===== src/rtl/booth_feeder.sv =====
// booth_feeder: queues signed 4-bit operand pairs and sequences one downstream 4-bit Booth multiplier per pair.
// Latency: 7 cycles from the mul_start cycle to res_valid (17 on timeout); a push reaches mul_start 2 edges later at best.
// Backpressure: in_ready drops while the operand queue is full; a result is held until res_ready takes it.
//
// Ports:
//   clk, rst                      shared clock, asynchronous active-high reset
//   in_valid/in_ready/in_a/in_b   operand pair input (valid/ready)
//   mul_start                     one-cycle start pulse to the multiplier
//   mul_multiplicand/_multiplier  operands, stable from the start cycle until capture
//   mul_busy, mul_p               multiplier status and product register (product in mul_p[8:1])
//   res_valid/res_ready           result handshake
//   res_data, res_err             signed product; err marks a timed-out operation
//
// Build option: define BOOTH_FEEDER_FIFO_EN for a 4-entry operand FIFO;
// otherwise the queue is a single holding register.
module booth_feeder (
    input  logic       clk,
    input  logic       rst,
    input  logic       in_valid,
    output logic       in_ready,
    input  logic [3:0] in_a,
    input  logic [3:0] in_b,
    output logic       mul_start,
    output logic [3:0] mul_multiplicand,
    output logic [3:0] mul_multiplier,
    input  logic       mul_busy,
    input  logic [8:0] mul_p,
    output logic       res_valid,
    input  logic       res_ready,
    output logic [7:0] res_data,
    output logic       res_err
);

    typedef struct packed {
        logic [3:0] a;
        logic [3:0] b;
    } opnd_t;

    typedef enum logic [1:0] {
        IDLE  = 2'd0,
        START = 2'd1,
        WAIT  = 2'd2,
        HOLD  = 2'd3
    } state_t;

    state_t     state;
    state_t     state_nxt;
    logic       push;
    logic       pop;
    logic       q_vld;
    opnd_t      q_dat;
    opnd_t      in_dat;
    logic       cap;
    logic [3:0] tmo_cnt;

    // mul_p[0] is the Booth Q-1 guard bit; it is not part of the product.
    logic       unused_p0;
    assign unused_p0 = mul_p[0];

    assign in_dat = {in_a, in_b};
    assign push   = in_valid && in_ready;

    // ------------------------------------------------------------------
    // Operand queue
    // ------------------------------------------------------------------
`ifdef BOOTH_FEEDER_FIFO_EN
    localparam int DEPTH = 4;

    opnd_t      mem [DEPTH];
    logic [1:0] wr_ptr;
    logic [1:0] rd_ptr;
    logic [2:0] count;

    // Storage needs no reset: count alone decides what is valid.
    always_ff @(posedge clk) begin
        if (push) begin
            mem[wr_ptr] <= in_dat;
        end
    end

    // 2-bit pointers wrap naturally at depth 4.
    always_ff @(posedge clk or posedge rst) begin
        if (rst) begin
            wr_ptr <= '0;
            rd_ptr <= '0;
            count  <= '0;
        end else begin
            if (push) begin
                wr_ptr <= wr_ptr + 2'd1;
            end
            if (pop) begin
                rd_ptr <= rd_ptr + 2'd1;
            end
            case ({push, pop})
                2'b10:   count <= count + 3'd1;
                2'b01:   count <= count - 3'd1;
                default: count <= count;
            endcase
        end
    end

    // No pass-through: a full queue refuses a push even if it pops this cycle.
    assign in_ready = (count != 3'(DEPTH));
    assign q_vld    = (count != 3'd0);
    assign q_dat    = mem[rd_ptr];
`else
    opnd_t hold_dat;
    logic  hold_vld;

    // push needs an empty register and pop needs a full one, so they never coincide.
    always_ff @(posedge clk or posedge rst) begin
        if (rst) begin
            hold_vld <= 1'b0;
            hold_dat <= '0;
        end else if (push) begin
            hold_vld <= 1'b1;
            hold_dat <= in_dat;
        end else if (pop) begin
            hold_vld <= 1'b0;
        end
    end

    assign in_ready = !hold_vld;
    assign q_vld    = hold_vld;
    assign q_dat    = hold_dat;
`endif

    // ------------------------------------------------------------------
    // Sequencer
    // ------------------------------------------------------------------
    // Capture when the multiplier is done, or give up after 16 WAIT cycles.
    assign cap = (state == WAIT) && (!mul_busy || (tmo_cnt == 4'hF));

    always_ff @(posedge clk or posedge rst) begin
        if (rst) begin
            state <= IDLE;
        end else begin
            state <= state_nxt;
        end
    end

    always_comb begin
        state_nxt = state;
        pop       = 1'b0;
        case (state)
            IDLE: begin
                if (q_vld) begin
                    pop       = 1'b1;
                    state_nxt = START;
                end
            end
            START: begin
                state_nxt = WAIT;
            end
            WAIT: begin
                if (cap) begin
                    state_nxt = HOLD;
                end
            end
            HOLD: begin
                // The next operand issues on the same edge that takes the result.
                if (res_valid && res_ready) begin
                    if (q_vld) begin
                        pop       = 1'b1;
                        state_nxt = START;
                    end else begin
                        state_nxt = IDLE;
                    end
                end
            end
            default: begin
                state_nxt = IDLE;
            end
        endcase
    end

    assign mul_start = (state == START);

    // ------------------------------------------------------------------
    // Operand, timeout and result registers
    // ------------------------------------------------------------------
    always_ff @(posedge clk or posedge rst) begin
        if (rst) begin
            mul_multiplicand <= '0;
            mul_multiplier   <= '0;
            tmo_cnt          <= '0;
            res_valid        <= 1'b0;
            res_data         <= '0;
            res_err          <= 1'b0;
        end else begin
            // Operands only change on a pop, which never happens between start and capture.
            if (pop) begin
                mul_multiplicand <= q_dat.a;
                mul_multiplier   <= q_dat.b;
            end

            if (state == START) begin
                tmo_cnt <= '0;
            end else if ((state == WAIT) && (tmo_cnt != 4'hF)) begin
                tmo_cnt <= tmo_cnt + 4'd1;
            end

            // Capture only happens in WAIT, where res_valid is already low,
            // so data/err never move under a pending result.
            if (cap) begin
                res_data  <= mul_p[8:1];
                res_err   <= mul_busy;
                res_valid <= 1'b1;
            end else if (res_valid && res_ready) begin
                res_valid <= 1'b0;
            end
        end
    end

endmodule


===== config.mk =====
export PLATFORM = sky130hd
export DESIGN_NAME = booth_feeder
export DESIGN_NICKNAME = d
export VERILOG_FILES = /design/src/rtl/booth_feeder.sv
export SDC_FILE = /design/constraint.sdc
export NUM_CORES = 1
export LEC_CHECK = 0
export ABC_AREA = 1
export BUFFER_PORTS_ARGS = -buffer_cell sky130_fd_sc_hd__buf_4
export CORE_AREA = 2 2 62 64
export DETAILED_ROUTE_END_ITERATION = 8
export DIE_AREA = 0 0 64 66
export PLACE_DENSITY_LB_ADDON = 0.3
export RECOVER_POWER = 100
export SLEW_MARGIN = 10
export SYNTH_ARGS = -nofsm -noshare
export SYNTH_HDL_FRONTEND = slang
export SYNTH_SLANG_ARGS = --single-unit

===== constraint.sdc =====
create_clock -name clk -period 1.3 [get_ports clk]
set_input_delay 0.39 -clock clk [delete_from_list [all_inputs] [get_ports clk]]
set_output_delay 0.39 -clock clk [all_outputs]
set_load 0.005 [all_outputs]

[After elaboration in Yosys (flattened, before gate mapping)]
Index checks and enable logic that the tools add are counted.
W data, S select, Z words.
Operators by class
  reductions and logical operators: 12
  add/subtract/negate cells: 1
  shift operators: 0
  bitwise logic cells: 0
  eq/ne operators: 8
  magnitude comparators: 0
  muxes and demuxes: 14
  $mul: 0
  divide/modulo/power cells: 0
Operators with widths (number)
  $mux W4: 2
  $pmux W2 S4: 1
  $mux W1: 7
  $mux W2: 3
  $ne A2 B2 Y1 const B: 3
  $reduce_bool A2 Y1: 3
  $add A4 B1 Y4 const B: 1
  $eq A2 B2 Y1 const B: 2
  $eq A4 B4 Y1 const B: 1
  $logic_and A1 B1 Y1: 4
  $ne A4 B4 Y1 const B: 1
  $reduce_and A3 Y1: 1
  $eq A2 B1 Y1 const B: 1
  $logic_not A1 Y1: 2
  $logic_not A2 Y1: 1
  $pmux W1 S2: 1
  $logic_or A1 B1 Y1: 1
Word-level totals
  bits in latches: 0
  output and inout bits: 20
  memories kept: 0
  register bits after elaboration: 33
  logic and storage cells: 45
  bits in writable memories: 0
  bits of input ports: 22
  bits in read-only memories: 0

[Longest topological paths before layout]
Gate-level depths: netlist of the first run.
  depth in word-level cells: 5
  mapped depth: 8
  depth with buffers taken out: 8

[Worst setup path before layout of the first run]
Ideal clock, no wire load.
  kind: reg2reg
  start point: reg state[0]
  end point: reg hold_vld
  required time: 1.181 ns
  setup time: 0.119 ns
  clock period less this slack: 1.348 ns
  slack: -0.048 ns
  path buffers: 0
  arrival time: 1.229 ns
  cell stages (with the launch flop): 6
  cell sequence: dfrtp_1 -> inv_1 -> ha_1 -> nor2_4 -> nand2_4 -> o21a_1
On the way
  cells in the longest elaborated chain, start to end: 3
  elaborated cells on any way between the ends: 4
  those cells by class: eq/ne (1); mux (1); reduce/logical (2)
Ends and longest elaborated chain
  from (decl): line 46  | state_t state;
  from (signal assigned): line 138  | state <= state_nxt;
  $eq A2 B2 Y1 or $logic_not A2 Y1 (tied branches): line 145  | case (state)
  $pmux W1 S2 *: line 145
  $reduce_bool A2 Y1 (no source line) *
  to (signal assigned): line 113  | hold_vld <= 1'b0;
  to (signal assigned): line 116  | hold_vld <= 1'b1;
  to (signal assigned): line 119  | hold_vld <= 1'b0;
  to (decl): line 108  | logic hold_vld;
Mark *: on every way between the ends. The rest lies on a longest branch, timed or not.
A chain may end at the register's enable or synchronous reset.

[Worst setup path after layout of the first run]
  start point: reg state[0]
  end point: out mul_start
On the way
  cells in the longest elaborated chain, start to end: 1
Ends and longest elaborated chain
  $eq A2 B1 Y1: line 177  | assign mul_start = (state == START);
  to (decl): line 23  | output logic mul_start,
Every way passes these cells.

==> qor.yml, run 1 <==
io_buffers: 40
area_growth_pct: 43.68
powerDensity_nw_per_um2: 2307
peakVddDrop_mv: 1.182
cp.arrival_ps: 1100
p_leak_nw: 1.193
ys_seq_area_share_pct: 53.10
synth_nets: 197
tightest_slew_ps: 813.1
period_needed_ps: 1486
grt_usage_pct: 17.60
syn-cell-area_sq_um: 1555
seqCellArea_sq_um: 825.8
yosysUniqueCellTypes: 25
crit_type: "reg -> out"
fin_skew_ps: 3.477
post-route-period-util_pct: 114.3
route.detailed.wl_per_inst_um: 11.46
ant_nets: 0
num_antenna_cells: 0
worstSetupStartpointType: "flop"
cts.sinks: 33
grt.overflow.total: 0
grt_max_degree: 34
core_sq_um: 3551
maxCapViolations: 0
hp-class: "in -> reg"
seqPwrFrac_pct: 33.5
hpwl_um: 2337
setup_violations: 26
drv_slew: 0
io_pins: 42
start_util_pct: 43.80
grt_pass1_vias: 1283
yosysMostFrequentCell: "nand2_1"
switching_share_pct: 37.49
ys_top_cells_by_area: "dfrtp_1, nand2_1, nand3_1"
fillers: 310
fp.dieH_um: 66
setup.worst_path.end_class: "output port"
die_width_um: 64
ys.flop_type: "dfrtp_1"
rsz0062_at_grt: "true"
synth_seq_cells: 33
cts_tree: "yes"
internal_power_w: 0.003223
num_vias: 1372
htreeDepth: 2
cts_hold_buf: 0
grt_pass1_wl_um: 5644
dr.pass1.iters: 4
relSlewSlack_pct: 45.80
worst_ep_required_time_ps: 910
multi_input_area_sq_um: 721.9
drc: 0
syn_inst: 169
worst_slack_ps: -185.7
combPwrFrac_pct: 55.6
antenna_found_initial: 0
nets: 268
clock_path_buffers: 2
rows: 22
synthArstFlopShare_pct: 100.0
vias_per_cell: 4.764
avgSynthCellArea_sq_um: 9.203
hold_violations: 0
clkPwrFrac_pct: 10.9
failed_checks: "negative setup slack"
power.switching_w: 0.001933
drt_wl_total_um: 3301
yosysWarnings: 0
synth_top_area_share_pct: 53.10
root_buffer: "clkbuf_4"
dp_cells: 266
synth_top_cell_by_area: "dfrtp_1"
dieArea_sq_um: 4224
drive_above_1_share_pct: 40.00
status: "complete, but fails checks"
crit_fanout: 2
place_congestion: 0.7905
drtIter0Drc: 80
synth_common_cells: "nand2_1, dfrtp_1, nand3_1"
cts.clk_slew.worst_paths_ps: 90
synth_edf_count: 0
fmax_mhz: 673.1
final_cell_count_no_fill: 288
setup_tns_ps: -1755
cts_buffers: 5
clk_latency_ps: 320
-- stage by stage --
step                      worst slack (ps)  instance area (sq um)  hold slack [ps]  utilization [%]  power, W
final                               -185.7                   2235            237.6            62.93  0.005156
after global routing                -232.1                   2235            202.2            62.93  0.005633
after CTS                           -196.4                   2181            94.45            61.42  0.005023
after detailed placement            -89.93                   2014            454.2            56.73  0.004060
after global placement              -55.51                   2014            455.4            56.73  0.004001
after floorplan                      1.978                   1568            442.7                -  0.003057
-- power by group through the flow --
stage	registers, W	logic (W)	clock network, W
CTS	0.00172	0.00271	0.000589
floorplan	0.00175	0.00130	0
detailed placement	0.00177	0.00229	0
finish	0.00173	0.00287	0.000562
global route	0.00178	0.00319	0.000659
global placement	0.00176	0.00224	0
-- kinds of logic after synthesis --
family                   share of synthesized area (%)
AO/OA/AOI/OAI                                    3.459
XOR/XNOR                                        0.5633
buffers and inverters                            3.700
adder cells (fa/ha/maj)                          4.827
flip-flops                                       53.10
AND/OR/NAND/NOR                                  34.35
-- critical path, cell delays in order, from the launching register on --
cell and delay, ps:
dfrtp_1 400, buf_6 120, ha_4 150, buf_6 110
-- routing by layer --
layer | track usage [%] | share of wire, % | vias up
li1 | - | - | 694
met1 | 19.80 | 40 | 637
met2 | 31.25 | 53 | 36
met3 | 5.963 | 5.8 | 5
met4 | 5.707 | 1.5 | 0
met5 | 0 | 0 | -
-- registers in the layout, indices dropped and copies added (netlist names) --
register / cells
mul_multiplicand: 4
state: 2
mul_multiplier: 4
res_err: 1
res_valid: 1
tmo_cnt: 4
res_data: 8
hold_vld: 1
hold_dat: 8
-- timing repair --
| action | in CTS | in global routing |
|---|---|---|
| setup endpoints to repair | 27 | 31 |
| cloned | 1 | 0 |
| gates resized for setup | 18 | 3 |
| pin swaps | 3 | 3 |
| setup buffers | 6 | 8 |
-- area by class of cell --
class | instances | area share, %
clock buffers | 7 | 2.464
inverters | 11 | 2.128
multi-input cells | 123 | 32.31
flip-flops and latches | 33 | 36.95
well taps | 48 | 2.688
repair buffers | 66 | 23.46
-- worst paths after layout --
path / startpoint / end / slack [ps] / depth (start not counted)
max in group asynchronous: rst / tmo_cnt[0] / 490 / 3
worst max-delay path: state[0] / mul_start / -190 / 3
worst max register to register: state[0] / mul_multiplier[1] / -140 / 7
worst min-delay path: res_ready / res_valid / 240 / 2
min in group asynchronous: rst / res_data[4] / 300 / 3
worst min register to register: mul_multiplicand[0] / mul_multiplicand[0] / 480 / 2
-- cells in the final DEF (no fill, tap or decap), drive strengths merged --
master    netlist  final
o21bai          1      1
ha              6      6
o21a            1      1
clkbuf          1     16
buf             2     57
inv            11     10
nor2            3      3
clkinvlp        0      1
a21oi           2      2
nand4           2      2
nand3          34     34
dfrtp          33     33
nand2          70     71
o21ai           2      2
xor2            1      1
Power figures use the tool's default switching activity.
==> inputs of run 2 (changes only) <==
- CORE_AREA: 2 2 62 64 -> 2 2 66 68
- DIE_AREA: 0 0 64 66 -> 0 0 68 70
==> qor.yml, run 2 (synthesis results as in run 1) <==
cts.clk_slew.worst_paths_ps: 60
crit_type: "reg -> out"
antenna_found_initial: 0
relSlewSlack_pct: 47.58
grt_max_degree: 34
use_met1_pct: 19.67
area_growth_pct: 44.25
fin_skew_ps: 6.371
worst_ep_required_time_ps: 910
period_needed_ps: 1432
worst_slack_ps: -132.5
drv_slew: 0
peakVddDrop_mv: 0.8376
dieArea_sq_um: 4760
io_pins: 42
die_width_um: 68
num_antenna_cells: 0
cts_buffers: 5
route.detailed.wl_per_inst_um: 11.23
path_buf_inv: 2
fmax_mhz: 698.1
status: "complete, but fails checks"
htreeDepth: 2
grt_usage_pct: 15.46
maxCapViolations: 0
layout_commonest_cell: "nand2_1"
rows: 24
start_util_pct: 37.53
cts.sinks: 33
io_buffers: 40
grt_busiest_layer: "met2"
met3_usage_pct: 4.348
grt.overflow.total: 0
cpPeakStageDelay_ps: 390
setup_violations: 26
use_met2_pct: 23.52
drc: 0
dr.pass1.iters: 4
hold_violations: 0
post-route-period-util_pct: 110.2
post_dp_cell_area_sq_um: 2047
drt_wl_total_um: 3233
most-common-layout-cells: "nand2_1, buf_4, dfrtp_1"
grt_pass1_vias: 1300
failed_checks: "negative setup slack"
nets: 263
vias_per_cell: 4.674
setup.worst_path.end_class: "output port"
place_congestion: 0.7238
powerDensity_nw_per_um2: 2402
core_sq_um: 4144
drive_above_1_share_pct: 36.86
cpLargestDelayFamily: "flip-flops"
hp-class: "in -> reg"
p_leak_nw: 1.174
root_buffer: "clkbuf_8"
fp.dieH_um: 70
grt_pass1_wl_um: 5575
worstSetupStartpointType: "flop"
crit_path_frequent_cell: "buf_6"
cp_cell_sequence: "buf_6 -> ha_4 -> buf_6"
num_vias: 1346
cp.arrival_ps: 1040
clock_path_buffers: 2
tightest_slew_ps: 786.3
hold_ws_ps: 276.7
clk_latency_ps: 280
design_area_sq_um: 2243
drtIter0Drc: 44
hpwl_um: 2377
rsz0062_at_grt: "true"
cts_tree: "yes"
worst_path_max_delay_cell: "dfrtp_1"
crit_fanout: 2
ant_nets: 0
top_regs: "hold_dat: 8 flops, res_data: 8 flops"
-- run 2: changes by cell type in the layout (fill, tap and decap cells not counted), moves of 2 or more --
| cell | before | now |
|---|---|---|
| clkbuf_8 | 1 | 6 |
| inv_2 | 4 | 2 |
| nand2_1 | 65 | 63 |
| clkbuf_4 | 12 | 14 |
| buf_4 | 48 | 36 |
| buf_6 | 9 | 4 |
| clkbuf_1 | 1 | 5 |
-- run 2: what timing repair did --
item | CTS | global route
pin swaps | 4 | 1
setup buffers | 6 | 2
gates resized for setup | 11 | 6
hold buffers | 0 | 0
endpoints found under the setup margin | 21 | 27
-- run 2: final cells by class --
cell class	count	area (sq um)
fill	387	1901
tap	52	65.06
timing repair buffer	62	469.2
sequential	33	825.8
clock inverter	1	30.03
clock buffer	7	86.33
multi-input combinational	122	716.9
inverter	11	50.05
-- run 2: through the flow --
| step | instances | util, % | TNS (ps) | total power [W] | setup WS (ps) |
|---|---|---|---|---|---|
| final | 288 | 54.14 | -1003 | 0.005389 | -132.5 |
| after floorplan | 169 | - | 0 | 0.003057 | 1.978 |
| after CTS | 286 | 54.32 | -1237 | 0.005483 | -145.7 |
| after detailed placement | 272 | 49.40 | -769.1 | 0.004214 | -85.67 |
| after global routing | 288 | 54.14 | -2801 | 0.005863 | -163.3 |
| after global placement | 272 | 49.40 | -432.0 | 0.004153 | -46.28 |
-- run 2: power by group --
group          switching, W  internal [W]
clock network      0.000347      0.000624
registers          0.000270       0.00147
logic               0.00129       0.00138
-- run 2: worst reg2reg max path: stages (launching register included) --
cell,delay [ps]
dfrtp_1,360
buf_4,140
clkinvlp_4,120
ha_4,270
nor2_4,150
nand2_4,110
nand2_1,80
nand2_1,60
-- run 2: final timing paths --
kind | startpoint | endpoint | slack (ps) | cells after the start
max | state[0] | mul_start | -130 | 3
min | res_ready | res_valid | 280 | 2
max reg2reg | state[0] | mul_multiplicand[1] | -90 | 7
min reg2reg | res_data[7] | res_data[7] | 470 | 2
max in group asynchronous | rst | tmo_cnt[0] | 460 | 3
min in group asynchronous | rst | res_data[3] | 330 | 3
-- run 2: metal layers --
layer	share of wire [%]	vias up	routed length, um
li1	-	686	-
met3	7.7	7	248
met5	0	-	0
met1	44	608	1423
met4	2.3	0	74
met2	46	45	1487
==> inputs of run 3 (changes only) <==
- clock period: 1.3 -> 1.6 ns (I/O delays scaled with it)
==> qor.yml, run 3 (synthesis results as in run 1) <==
vias_per_cell: 4.658
start_util_pct: 37.53
relSlewSlack_pct: 46.80
num_antenna_cells: 0
cp_cell_sequence: "inv_1 -> ha_4 -> buf_4"
grt_usage_pct: 14.15
die_width_um: 68
fin_skew_ps: 6.862
period_needed_ps: 1555
rows: 24
pre_cts_ws_ps: 112.9
cts_tree: "yes"
clkPwrFrac_pct: 16.6
drt_wl_total_um: 3029
hp-class: "in -> reg"
final_core_util_pct: 48.34
maxCapViolations: 0
seqPwrFrac_pct: 40.2
fmax_mhz: 643.2
grt_pass1_wl_um: 5147
post-route-period-util_pct: 97.17
internal_power_w: 0.002177
nets: 244
powerDensity_nw_per_um2: 1791
htreeDepth: 2
power.switching_w: 0.001410
dr.pass1.iters: 4
route.detailed.wl_per_inst_um: 11.26
drive_above_1_share_pct: 28.57
num_vias: 1253
worst_path_max_delay_cell: "dfrtp_1"
status: "finished clean"
peakVddDrop_mv: 0.6717
layout_commonest_cell: "nand2_1"
dieArea_sq_um: 4760
cts_buffers: 5
worst_slack_ps: 45.29
worst_ep_required_time_ps: 1120
cts.sinks: 33
combPwrFrac_pct: 43.2
antenna_found_initial: 0
io_buffers: 40
drtIter0Drc: 38
tightest_slew_ps: 797.9
hpwl_um: 2280
cp.arrival_ps: 1070
switching_share_pct: 39.30
top_regs: "hold_dat: 8 flops, res_data: 8 flops"
cpPeakStageDelay_ps: 390
place_congestion: 0.7585
cts.clk_slew.worst_paths_ps: 60
io_pins: 42
grt.overflow.total: 0
p_leak_nw: 1.075
setup_violations: 0
hold_violations: 0
clk_latency_ps: 280
grt_pass1_vias: 1172
drv_slew: 0
root_buffer: "clkbuf_8"
clock_path_buffers: 2
crit_type: "reg -> out"
worstSetupStartpointType: "flop"
grt_max_degree: 34
cts_hold_buf: 0
area_growth_pct: 28.80
hold_ws_ps: 368.7
finalPower_w: 0.003587
setup.worst_path.end_class: "output port"
cpLargestDelayFamily: "flip-flops"
most-common-layout-cells: "nand2_1, nand3_1, dfrtp_1"
fp.dieH_um: 70
ant_nets: 0
crit_fanout: 3
core_sq_um: 4144
drc: 0
path_buf_inv: 2
run 3: changes by cell type in the layout (fill, tap and decap cells not counted), sizes merged:
cell    previous run  this run
clkinv             0         2
inv               10        11
bufinv             1         0
buf               42        21
run 3: cell type report:
class,count,area [sq um]
Sequential cell,33,827.0
Multi-Input combinational cell,122,670.6
Timing Repair Buffer,43,310.3
Clock buffer,5,68.82
Fill cell,403,2141
Inverter,11,43.79
Clock inverter,3,17.52
Tap cell,52,65.06
run 3: per-layer routing:
metal | vias to the layer above | wire (um) | track usage [%]
met5 | - | 0 | 0
met4 | 0 | 22 | 4.000
met3 | 4 | 250 | 5.314
met2 | 42 | 1364 | 22.33
met1 | 567 | 1392 | 17.92
li1 | 640 | - | -
run 3: through the flow:
step / TNS [ps] / instances / area [sq um]
CTS: 0 / 269 / 2016
detailed placement: 0 / 260 / 1919
finish: 0 / 269 / 2003
floorplan: 0 / 169 / 1555
global placement: 0 / 260 / 1919
global route: -3.097 / 269 / 2003
run 3: path summary, 6_finish.rpt:
path,startpoint,end,slack (ps),cells after the start
hold reg to reg,mul_multiplier[2],mul_multiplier[2],470,2
setup reg to reg,state[0],mul_multiplicand[0],140,6
setup / recovery,state[1],mul_start,50,3
hold / removal,res_ready,res_valid,370,2
max in group asynchronous,rst,state[0],620,3
min in group asynchronous,rst,hold_vld,430,3
run 3: what timing repair did:
item                       4_1_cts  5_1_grt
setup endpoints to repair        1        9
resized for setup                1        3
pin swaps                        0        1
setup buffers                    1        0
run 3: power groups by stage:
stage	logic, W	clock network (W)	registers, W
after floorplan	0.00103	0	0.00143
after global placement	0.00157	0	0.00144
after detailed placement	0.00161	0	0.00145
after CTS	0.00164	0.000618	0.00143
after global routing	0.00177	0.000660	0.00148
final	0.00155	0.000596	0.00144
run 3: worst reg2reg max path, stage by stage, from the launching register on:
cell and delay, ps:
dfrtp_2 420, inv_1 110, ha_1 350, nor2_4 220, nand2_4 120, nand2_1 80, nand2_1 40
